File: src/rtl/uart_tx_pkg.sv
// Shared definitions for the parametrised UART transmitter.
package uart_tx_pkg;

  typedef enum logic [2:0] {
    IDLE   = 3'd0,
    START  = 3'd1,
    DATA   = 3'd2,
    PARITY = 3'd3,
    STOP1  = 3'd4,
    STOP2S = 3'd5
  } tx_state_t;

  localparam logic TX_IDLE_LVL = 1'b1;
  localparam logic START_LVL   = 1'b0;

endpackage

File: src/rtl/uart_tx_param_baud_tick.sv
// Per-bit prescale counter: bit_tick marks the last clock of every bit period.
module uart_baud_tick #(
  parameter int unsigned PRESC_WIDTH = 6
) (
  input  logic                   clk,
  input  logic                   rst,
  input  logic                   restart,
  input  logic                   active,
  input  logic [PRESC_WIDTH-1:0] prescale,
  output logic                   bit_tick
);

  logic [PRESC_WIDTH-1:0] cnt;
  logic [PRESC_WIDTH-1:0] last_cnt;
  logic                   at_last;

  // A prescale of zero behaves as one clock per bit.
  assign last_cnt = (prescale == '0) ? '0 : prescale - PRESC_WIDTH'(1);
  assign at_last  = (cnt == last_cnt);
  assign bit_tick = active & at_last;

  always_ff @(posedge clk) begin
    if (rst) begin
      cnt <= '0;
    end else if (restart) begin
      cnt <= '0;
    end else if (active) begin
      if (at_last) cnt <= '0;
      else         cnt <= cnt + PRESC_WIDTH'(1);
    end
  end

endmodule

File: src/rtl/uart_tx_param.sv
// UART transmitter with holding register, internal baud divider and
// configuration latched per frame.
module uart_tx_param
  import uart_tx_pkg::*;
#(
  parameter int unsigned DATA_WIDTH  = 8,
  parameter int unsigned PRESC_WIDTH = 6
) (
  input  logic                   CLK,
  input  logic                   RST,
  input  logic [DATA_WIDTH-1:0]  P_DATA,
  input  logic                   DATA_VALID,
  output logic                   DATA_READY,
  input  logic                   PAR_EN,
  input  logic                   PAR_TYP,
  input  logic                   STOP2,
  input  logic [PRESC_WIDTH-1:0] PRESCALE,
  output logic                   TX_OUT,
  output logic                   Busy,
  output logic                   FRAME_DONE
);

  tx_state_t state, state_next;

  logic                   hold_full;
  logic [DATA_WIDTH-1:0]  hold_data;
  logic                   hold_par_en, hold_par_typ, hold_stop2;
  logic [PRESC_WIDTH-1:0] hold_presc;

  logic                   cur_par_en, cur_stop2;
  logic [PRESC_WIDTH-1:0] cur_presc;

  logic [DATA_WIDTH-1:0]  shift, shift_next;
  logic [3:0]             bit_cnt, bit_cnt_next;
  logic                   par_bit, par_next;
  logic                   tx_q, tx_next;

  logic accept, frame_start, frame_done, bit_tick, active;

  assign DATA_READY = ~hold_full;
  assign accept     = DATA_VALID & ~hold_full;
  assign active     = (state != IDLE);
  assign Busy       = active;
  assign FRAME_DONE = frame_done;
  assign TX_OUT     = tx_q;

  uart_baud_tick #(
    .PRESC_WIDTH(PRESC_WIDTH)
  ) u_baud (
    .clk     (CLK),
    .rst     (RST),
    .restart (frame_start),
    .active  (active),
    .prescale(cur_presc),
    .bit_tick(bit_tick)
  );

  always_comb begin
    state_next   = state;
    shift_next   = shift;
    bit_cnt_next = bit_cnt;
    frame_start  = 1'b0;
    frame_done   = 1'b0;
    unique case (state)
      IDLE: if (hold_full) begin
        state_next  = START;
        frame_start = 1'b1;
      end
      START: if (bit_tick) begin
        state_next   = DATA;
        bit_cnt_next = '0;
      end
      DATA: if (bit_tick) begin
        if (bit_cnt == 4'(DATA_WIDTH - 1)) begin
          state_next = cur_par_en ? PARITY : STOP1;
        end else begin
          bit_cnt_next = bit_cnt + 4'd1;
          shift_next   = shift >> 1;
        end
      end
      PARITY: if (bit_tick) state_next = STOP1;
      STOP1, STOP2S: if (bit_tick) begin
        if (state == STOP1 && cur_stop2) begin
          state_next = STOP2S;
        end else begin
          // Final stop tick: chain straight into the next frame when one is waiting.
          frame_done = 1'b1;
          if (hold_full) begin
            state_next  = START;
            frame_start = 1'b1;
          end else begin
            state_next = IDLE;
          end
        end
      end
      default: state_next = IDLE;
    endcase

    if (frame_start) begin
      shift_next   = hold_data;
      bit_cnt_next = '0;
    end
  end

  assign par_next = frame_start ? (^hold_data ^ hold_par_typ) : par_bit;

  // Line level is registered from the next state so it changes with the state.
  always_comb begin
    tx_next = TX_IDLE_LVL;
    unique case (state_next)
      START:   tx_next = START_LVL;
      DATA:    tx_next = shift_next[0];
      PARITY:  tx_next = par_next;
      default: tx_next = TX_IDLE_LVL;
    endcase
  end

  always_ff @(posedge CLK) begin
    if (RST) begin
      state        <= IDLE;
      hold_full    <= 1'b0;
      hold_data    <= '0;
      hold_par_en  <= 1'b0;
      hold_par_typ <= 1'b0;
      hold_stop2   <= 1'b0;
      hold_presc   <= '0;
      cur_par_en   <= 1'b0;
      cur_stop2    <= 1'b0;
      cur_presc    <= '0;
      shift        <= '0;
      bit_cnt      <= '0;
      par_bit      <= 1'b0;
      tx_q         <= TX_IDLE_LVL;
    end else begin
      state   <= state_next;
      shift   <= shift_next;
      bit_cnt <= bit_cnt_next;
      par_bit <= par_next;
      tx_q    <= tx_next;
      if (accept) begin
        hold_full    <= 1'b1;
        hold_data    <= P_DATA;
        hold_par_en  <= PAR_EN;
        hold_par_typ <= PAR_TYP;
        hold_stop2   <= STOP2;
        hold_presc   <= PRESCALE;
      end else if (frame_start) begin
        hold_full <= 1'b0;
      end
      if (frame_start) begin
        cur_par_en <= hold_par_en;
        cur_stop2  <= hold_stop2;
        cur_presc  <= hold_presc;
      end
    end
  end

endmodule

File: config.mk
export PLATFORM = sky130hd
export DESIGN_NAME = uart_tx_param
export DESIGN_NICKNAME = d
export VERILOG_FILES = /design/src/rtl/uart_tx_pkg.sv /design/src/rtl/uart_tx_param_baud_tick.sv /design/src/rtl/uart_tx_param.sv
export SDC_FILE = /design/constraint.sdc
export NUM_CORES = 1
export LEC_CHECK = 0
export CORE_AREA = 2 2 51 100
export CTS_BUF_LIST = sky130_fd_sc_hd__clkbuf_8
export CTS_CLUSTER_DIAMETER = 80
export CTS_CLUSTER_SIZE = 24
export DETAILED_ROUTE_END_ITERATION = 8
export DIE_AREA = 0 0 53 102
export DONT_BUFFER_PORTS = 1
export GPL_ROUTABILITY_DRIVEN = 0
export HOLD_SLACK_MARGIN = 0.08
export PLACE_DENSITY = 0.77
export SETUP_SLACK_MARGIN = 0.4
export SLEW_MARGIN = 20
export SYNTH_ARGS = -nofsm -noshare
export SYNTH_HDL_FRONTEND = slang
export SYNTH_SLANG_ARGS = --single-unit
File: constraint.sdc
create_clock -name CLK -period 3.4 [get_ports CLK]
set_input_delay 0.34 -clock CLK [delete_from_list [all_inputs] [get_ports CLK]]
set_output_delay 0.34 -clock CLK [all_outputs]
set_load 0.1 [all_outputs]
==> flow_summary.yaml, run 1 <==
cts:
  cts_htree_levels: 2
  cts_tree: "yes"
  clock_sinks: 49
  cts_buffers: 5
  clock-root-buffer: "clkbuf_8"
  insertion_delay_ps: 300
  clkTransAtPathRegs_ps: 90
  ctsLongestPathBuffers: 2
synthesis:
  async_reset_ff_share_pct: 0
  synth_cell_type_count: 49
  synthSimpleGateAreaFrac_pct: 28.0
  synthFlopType: "dfxtp_1"
  syn_area_sq_um: 2360
  synth_area_per_cell_sq_um: 8.02
  synth_fa_ha_area_share_pct: 1.59
  synth_top_family_by_area: "simple AND/OR/NAND/NOR gates"
  synth_compound_area_share_pct: 16.6
  synth_seq_cells: 49
  ys_seq_area_share_pct: 41.5
  synth_edf_count: 0
  yosys_warnings: 0
  synthCells: 295
  yosys.area_share.xor_xnor_pct: 6.67
  synth_mux_area_share_pct: 1.32
  syn_nets: 318
power_and_ir_drop:
  power_density_nw_per_um2: 530
  sequentialPowerShare_pct: 46.0
  power_frac_comb_pct: 23.4
  switching_share_pct: 30.8
  clkPwrFrac_pct: 30.6
  p_int_uw: 979
  peakVddDrop_uv: 421
  switchingPower_uw: 435
  p_leak_nw: 0.971
sta:
  worst_hold_slack_ps: 96.8
  fin_ws_ps: 416
  fin_crit_sh_pct: 87.8
  finalCriticalPeriod_ps: 2980
  setup_viol: 0
  max_freq_ghz: 0.335
  rsz0062_at_grt: "true"
  finalMaxSlewViolations: 0
  worst_pin_slew_ps: 996
  hold_violations: 0
  finalSetupTns_ps: 0
  skew_ps: 5.41
  slew-limit-headroom_pct: 33.5
finish:
  n_antenna_cell: 0
  nets: 326
  layout-drive-gt1-share_pct: 15.5
  synthToLayoutAreaGrowth_pct: 12.9
  nFillCells: 427
  fin_area_sq_um: 2670
critical_path:
  critPathArrivalTime_ps: 2640
  cp-end-kind: "primary output"
  slowest_delay_ps: 540
  path_buf_inv: 1
  rr_worst_depth: 9
  rrSetupSlack_ps: 460
  path_depth: 7
  endpoint: "FRAME_DONE"
  crit_path_top_delay_cell: "or4_4"
  path_delay_family: "simple AND/OR/NAND/NOR gates"
  startpoint_type: "flip-flop"
  critical_path.startpoint: "cur_presc[3]$_SDFFE_PP0P_"
  cp_cell_sequence: "or4_4, or3_4, and3_4, nor4_4, nand3b_1, nor2_4, buf_12"
  cp_data_required_time_ps: 3060
  r2r-end: "TX_OUT$_SDFF_PP1_"
  crit_fanout: 5
  reg2reg_from: "cur_presc[3]$_SDFFE_PP0P_"
  path_class: "reg -> out"
routing:
  via_count: 2062
  firstDrtPassIters: 4
  avgRoutedWirePerCell_microns: 14.5
  drc: 0
  first_iter_violations: 48
  viasPerCell: 5.74
  drtAntennaViolNets: 0
  wirelength_mm: 5.20
run:
  maxCapViolations: 0
placed_design:
  portBuffers: 0
  dp_hpwl_mm: 3.59
  placed_cell_area_sq_um: 2420
  dp_slack_ps: 293
floorplan:
  placementRows: 35
  die_h_microns: 102
  die_x_microns: 53
  num_io_pins: 24
  dieArea_sq_um: 5410
  core_region_area_sq_um: 4600
  initial_core_util_pct: 51.4
hold_path:
  hold_depth: 1
  hp-class: "in -> reg"
status:
  run_status: "finished clean"
grt:
  grt_usage_pct: 20.5
  grt_pass1_vias: 1990
  grt_max_degree: 43
  antenna_found_initial: 0
  grt_pass1_wl_mm: 8.45
  overflow: 0
## cell type report
type                       count  area [sq um]  share of cell area [%]
sequential                    49           987                    37.0
clock inverter                 2          37.5                    1.41
timing repair buffer          16           139                    5.20
multi-input combinational    225          1330                    49.9
tap                           55          68.8                    2.58
inverter                       6          22.5                   0.843
clock buffer                   6          82.6                    3.09
## cells by family after synthesis
| logic type | count (synthesis) |
|---|---|
| simple gates | 138 |
| compound gates | 63 |
| fa+ha+maj | 3 |
| xor+xnor | 18 |
| buf+inv | 21 |
| flops | 49 |
| mux | 3 |
## worst min path at each step
| stage | slack, ps | to | start |
|---|---|---|---|
| 5_1_grt | 90 | cur_presc[1]$_SDFFE_PP0P_ | RST |
| 4_1_cts | 90 | hold_par_en$_SDFFE_PP0P_ | RST |
| 6_report | 100 | state[2]$_SDFF_PP0_ | RST |
| 3_3_place_gp | 420 | state[2]$_SDFF_PP0_ | RST |
| 2_1_floorplan | 430 | cur_stop2$_SDFFE_PP0P_ | hold_stop2$_SDFFE_PP0P_ |
| 3_5_place_dp | 420 | state[2]$_SDFF_PP0_ | RST |
## state kept, by name (all words and copies together), names as in the netlist
name,flops
TX_OUT,1
bit_cnt,4
cur_par_en,1
cur_presc,6
cur_stop2,1
hold_data,8
hold_full,1
hold_par_en,1
hold_par_typ,1
hold_presc,6
hold_stop2,1
par_bit,1
shift,8
state,3
u_baud.cnt,6
## cells in the final DEF, fill, tap and decap left out, types with 2 or more instances in the layout
cell and n:
or3_1 4, nand3_1 12, o21ai_0 6, buf_4 13, nand4_1 3, nand3b_1 3
nor2b_1 4, a21oi_1 32, nand2_1 70, nor2_1 17, nor3_1 7, dfxtp_1 46
xnor2_1 10, xor2_1 8, o31ai_1 2, clkbuf_8 6, ha_1 2, inv_2 2
a221oi_1 2, dfxtp_2 2, nand2b_1 2, a21o_1 2, a31oi_1 8, inv_1 4
## per-layer routing
metal  part of all wire (%)  global-route usage (%)
met5                      0                       0
met1                     38                    20.8
met3                    3.5                    3.07
met4                    2.6                    10.8
met2                     55                    38.2
## per-stage QoR
step / cells / utilization [%] / total power, mW
final: 359 / 58.1 / 1.41
after global routing: 359 / 58.1 / 1.47
after CTS: 355 / 56.4 / 1.40
after detailed placement: 343 / 52.7 / 0.941
after global placement: 343 / 52.7 / 0.935
after floorplan: 295 / - / 0.895
## cells in the mapped netlist, types with 2 or more instances
master,n,share of area (%)
inv_1,6,0.95
buf_6,2,0.95
xor2_1,8,3.0
a31oi_1,8,2.1
a21oi_1,32,6.8
or3_1,5,1.3
nor2_1,18,2.9
xnor2_1,10,3.7
nand2_1,70,11
o21ai_0,6,1.3
nor2b_1,5,1.3
mux2i_1,2,0.85
dfxtp_1,49,41
nand3b_1,3,0.95
a221oi_1,2,0.74
o31ai_1,2,0.63
nor3_1,7,1.5
nand2b_1,3,0.79
ha_1,3,1.6
nand4_1,3,0.79
a21o_1,2,0.63
clkbuf_1,8,1.3
buf_2,4,0.85
nand3_1,12,2.5
## power groups by stage
| stage | sequential, mW | combinational (mW) | clock, mW |
|---|---|---|---|
| final | 0.651 | 0.331 | 0.433 |
| after global routing | 0.656 | 0.359 | 0.458 |
| after CTS | 0.651 | 0.304 | 0.442 |
| after detailed placement | 0.664 | 0.277 | 0 |
| after global placement | 0.663 | 0.272 | 0 |
| after floorplan | 0.653 | 0.242 | 0 |
## what timing repair did
item / in CTS / in global routing
gates resized for setup: 5 / 13
hold buffers: 0 / 1
pin swaps: 3 / 8
endpoints found under the hold margin: 0 / 1
setup endpoints to repair: 12 / 25
setup buffers: 4 / 3
(Power assumes the default switching activity.)
==> run 2: changes to the inputs <==
- GPL_TIMING_DRIVEN: unset -> 0
- PLACE_DENSITY: 0.77 -> 0.66
==> run 2 against run 1 <==
Compared with the run above:
- design area up 2.8%
- global-route usage up 0.51 points
- via count up 0.34%
- sequential share of layout area down 1.1 points
- clock skew up 2.5 ps
- sequential power down 0.8%
- combinational power up 12%
- maximum frequency down 5.6%
- die area unchanged
- total power down 1.6%
- clock-buffer cell count unchanged
==> flow_summary.yaml, run 2 (synthesis results as in run 1) <==
grt:
  overflow: 0
  grt_pass1_vias: 1969
  grt_usage_pct: 21.0
  antenna_found_initial: 0
  grt_max_degree: 17
  grt_pass1_wl_mm: 8.65
cts:
  insertion_delay_ps: 310
  ctsLongestPathBuffers: 2
  clkTransAtPathRegs_ps: 100
  cts_buffers: 5
  clock-root-buffer: "clkbuf_8"
  cts_tree: "yes"
  clock_sinks: 49
  cts_htree_levels: 2
sta:
  fin_crit_sh_pct: 92.9
  rsz0062_at_grt: "true"
  finalMaxSlewViolations: 0
  finalSetupTns_ps: 0
  setup_viol: 0
  skew_ps: 7.92
  finalCriticalPeriod_ps: 3160
  slew-limit-headroom_pct: 32.7
  max_freq_ghz: 0.316
  hold_violations: 0
  worst_pin_slew_ps: 1010
finish:
  synthToLayoutAreaGrowth_pct: 16.1
  layout-drive-gt1-share_pct: 18.1
  nets: 337
  fin_area_sq_um: 2750
  n_antenna_cell: 0
  largestRegisters: "hold_data (8), shift (8)"
  layout_common_cells: "70 x nand2_1, 47 x dfxtp_1, 31 x a21oi_1"
  stdcell_count: 370
  final_common_cell: "nand2_1"
power_and_ir_drop:
  p_leak_nw: 1.01
  total_power_mw: 1.39
  peakVddDrop_uv: 418
  power_density_nw_per_um2: 507
floorplan:
  initial_core_util_pct: 51.4
  core_region_area_sq_um: 4600
  dieArea_sq_um: 5410
  die_h_microns: 102
  num_io_pins: 24
  die_x_microns: 53
  placementRows: 35
routing:
  drc: 0
  firstDrtPassIters: 4
  wirelength_mm: 5.32
  via_count: 2069
  viasPerCell: 5.59
  avgRoutedWirePerCell_microns: 14.4
  first_iter_violations: 48
  drtAntennaViolNets: 0
critical_path:
  cp_data_required_time_ps: 3060
  crit_fanout: 4
  startpoint_type: "flip-flop"
  path_class: "reg -> out"
  rrSetupSlack_ps: 340
  critPathArrivalTime_ps: 2820
  cp-end-kind: "primary output"
placed_design:
  dp_cells: 350
  dp_hpwl_mm: 3.76
  placed_cell_area_sq_um: 2440
  portBuffers: 0
run:
  maxCapViolations: 0
status:
  run_status: "finished clean"
hold_path:
  hp-class: "in -> reg"
==> run 2: metal layers <==
layer / up-vias / wire (microns) / track usage [%]
met1: 962 / 2100 / 23.3
met2: 45 / 2900 / 36.4
met3: 12 / 189 / 4.53
met4: 0 / 133 / 10.5
li1: 1050 / - / -
met5: - / 0 / 0
==> run 2: report_power, final <==
| part | internal, mW | switching (mW) | total, mW |
|---|---|---|---|
| Sequential | 0.604 | 0.0417 | 0.646 |
| Combinational | 0.149 | 0.223 | 0.372 |
| Clock | 0.169 | 0.205 | 0.375 |
| Total | 0.922 | 0.470 | 1.39 |
==> run 2: what timing repair did <==
action	4_1_cts	5_1_grt
setup buffers	7	5
endpoints found under the setup margin	29	27
hold buffers	0	0
pin swaps	6	5
gates resized for setup	11	16
==> run 2: path summary, 6_finish.rpt <==
check	to	cells after the start	from
worst max-delay path	FRAME_DONE	7	cur_presc[0]$_SDFFE_PP0P_
worst min-delay path	hold_full$_SDFFE_PP0P_	2	DATA_VALID
worst max register to register	TX_OUT$_SDFF_PP1_	12	cur_presc[0]$_SDFFE_PP0P_
worst min register to register	cur_presc[0]$_SDFFE_PP0P_	2	hold_presc[0]$_SDFFE_PP0P_
==> run 2: area by class of cell <==
| cell class | count | area (sq um) |
|---|---|---|
| flip-flops and latches | 49 | 986 |
| clock buffers | 6 | 82.6 |
| well taps | 55 | 68.8 |
| multi-input cells | 225 | 1390 |
| inverters | 6 | 25.0 |
| plain buffers | 15 | 82.6 |
| repair buffers | 12 | 93.8 |
| clock inverters | 2 | 17.5 |
| fillers | 435 | 1850 |
==> run 2: through the flow <==
step	hold WS (ps)	worst slack, ps	util (%)
after global routing	145	145	59.7
final	149	240	59.7
after CTS	143	316	57.3
after global placement	441	103	53.1
after floorplan	432	503	-
after detailed placement	447	42.1	53.1
==> run 2: critical path, stage by stage (launching register included) <==
cell and delay (ps):
dfxtp_4 370, or4_4 550, or3_4 400, and3_4 200
nor4_4 130, buf_4 180, nand3b_1 150, nor2_4 520
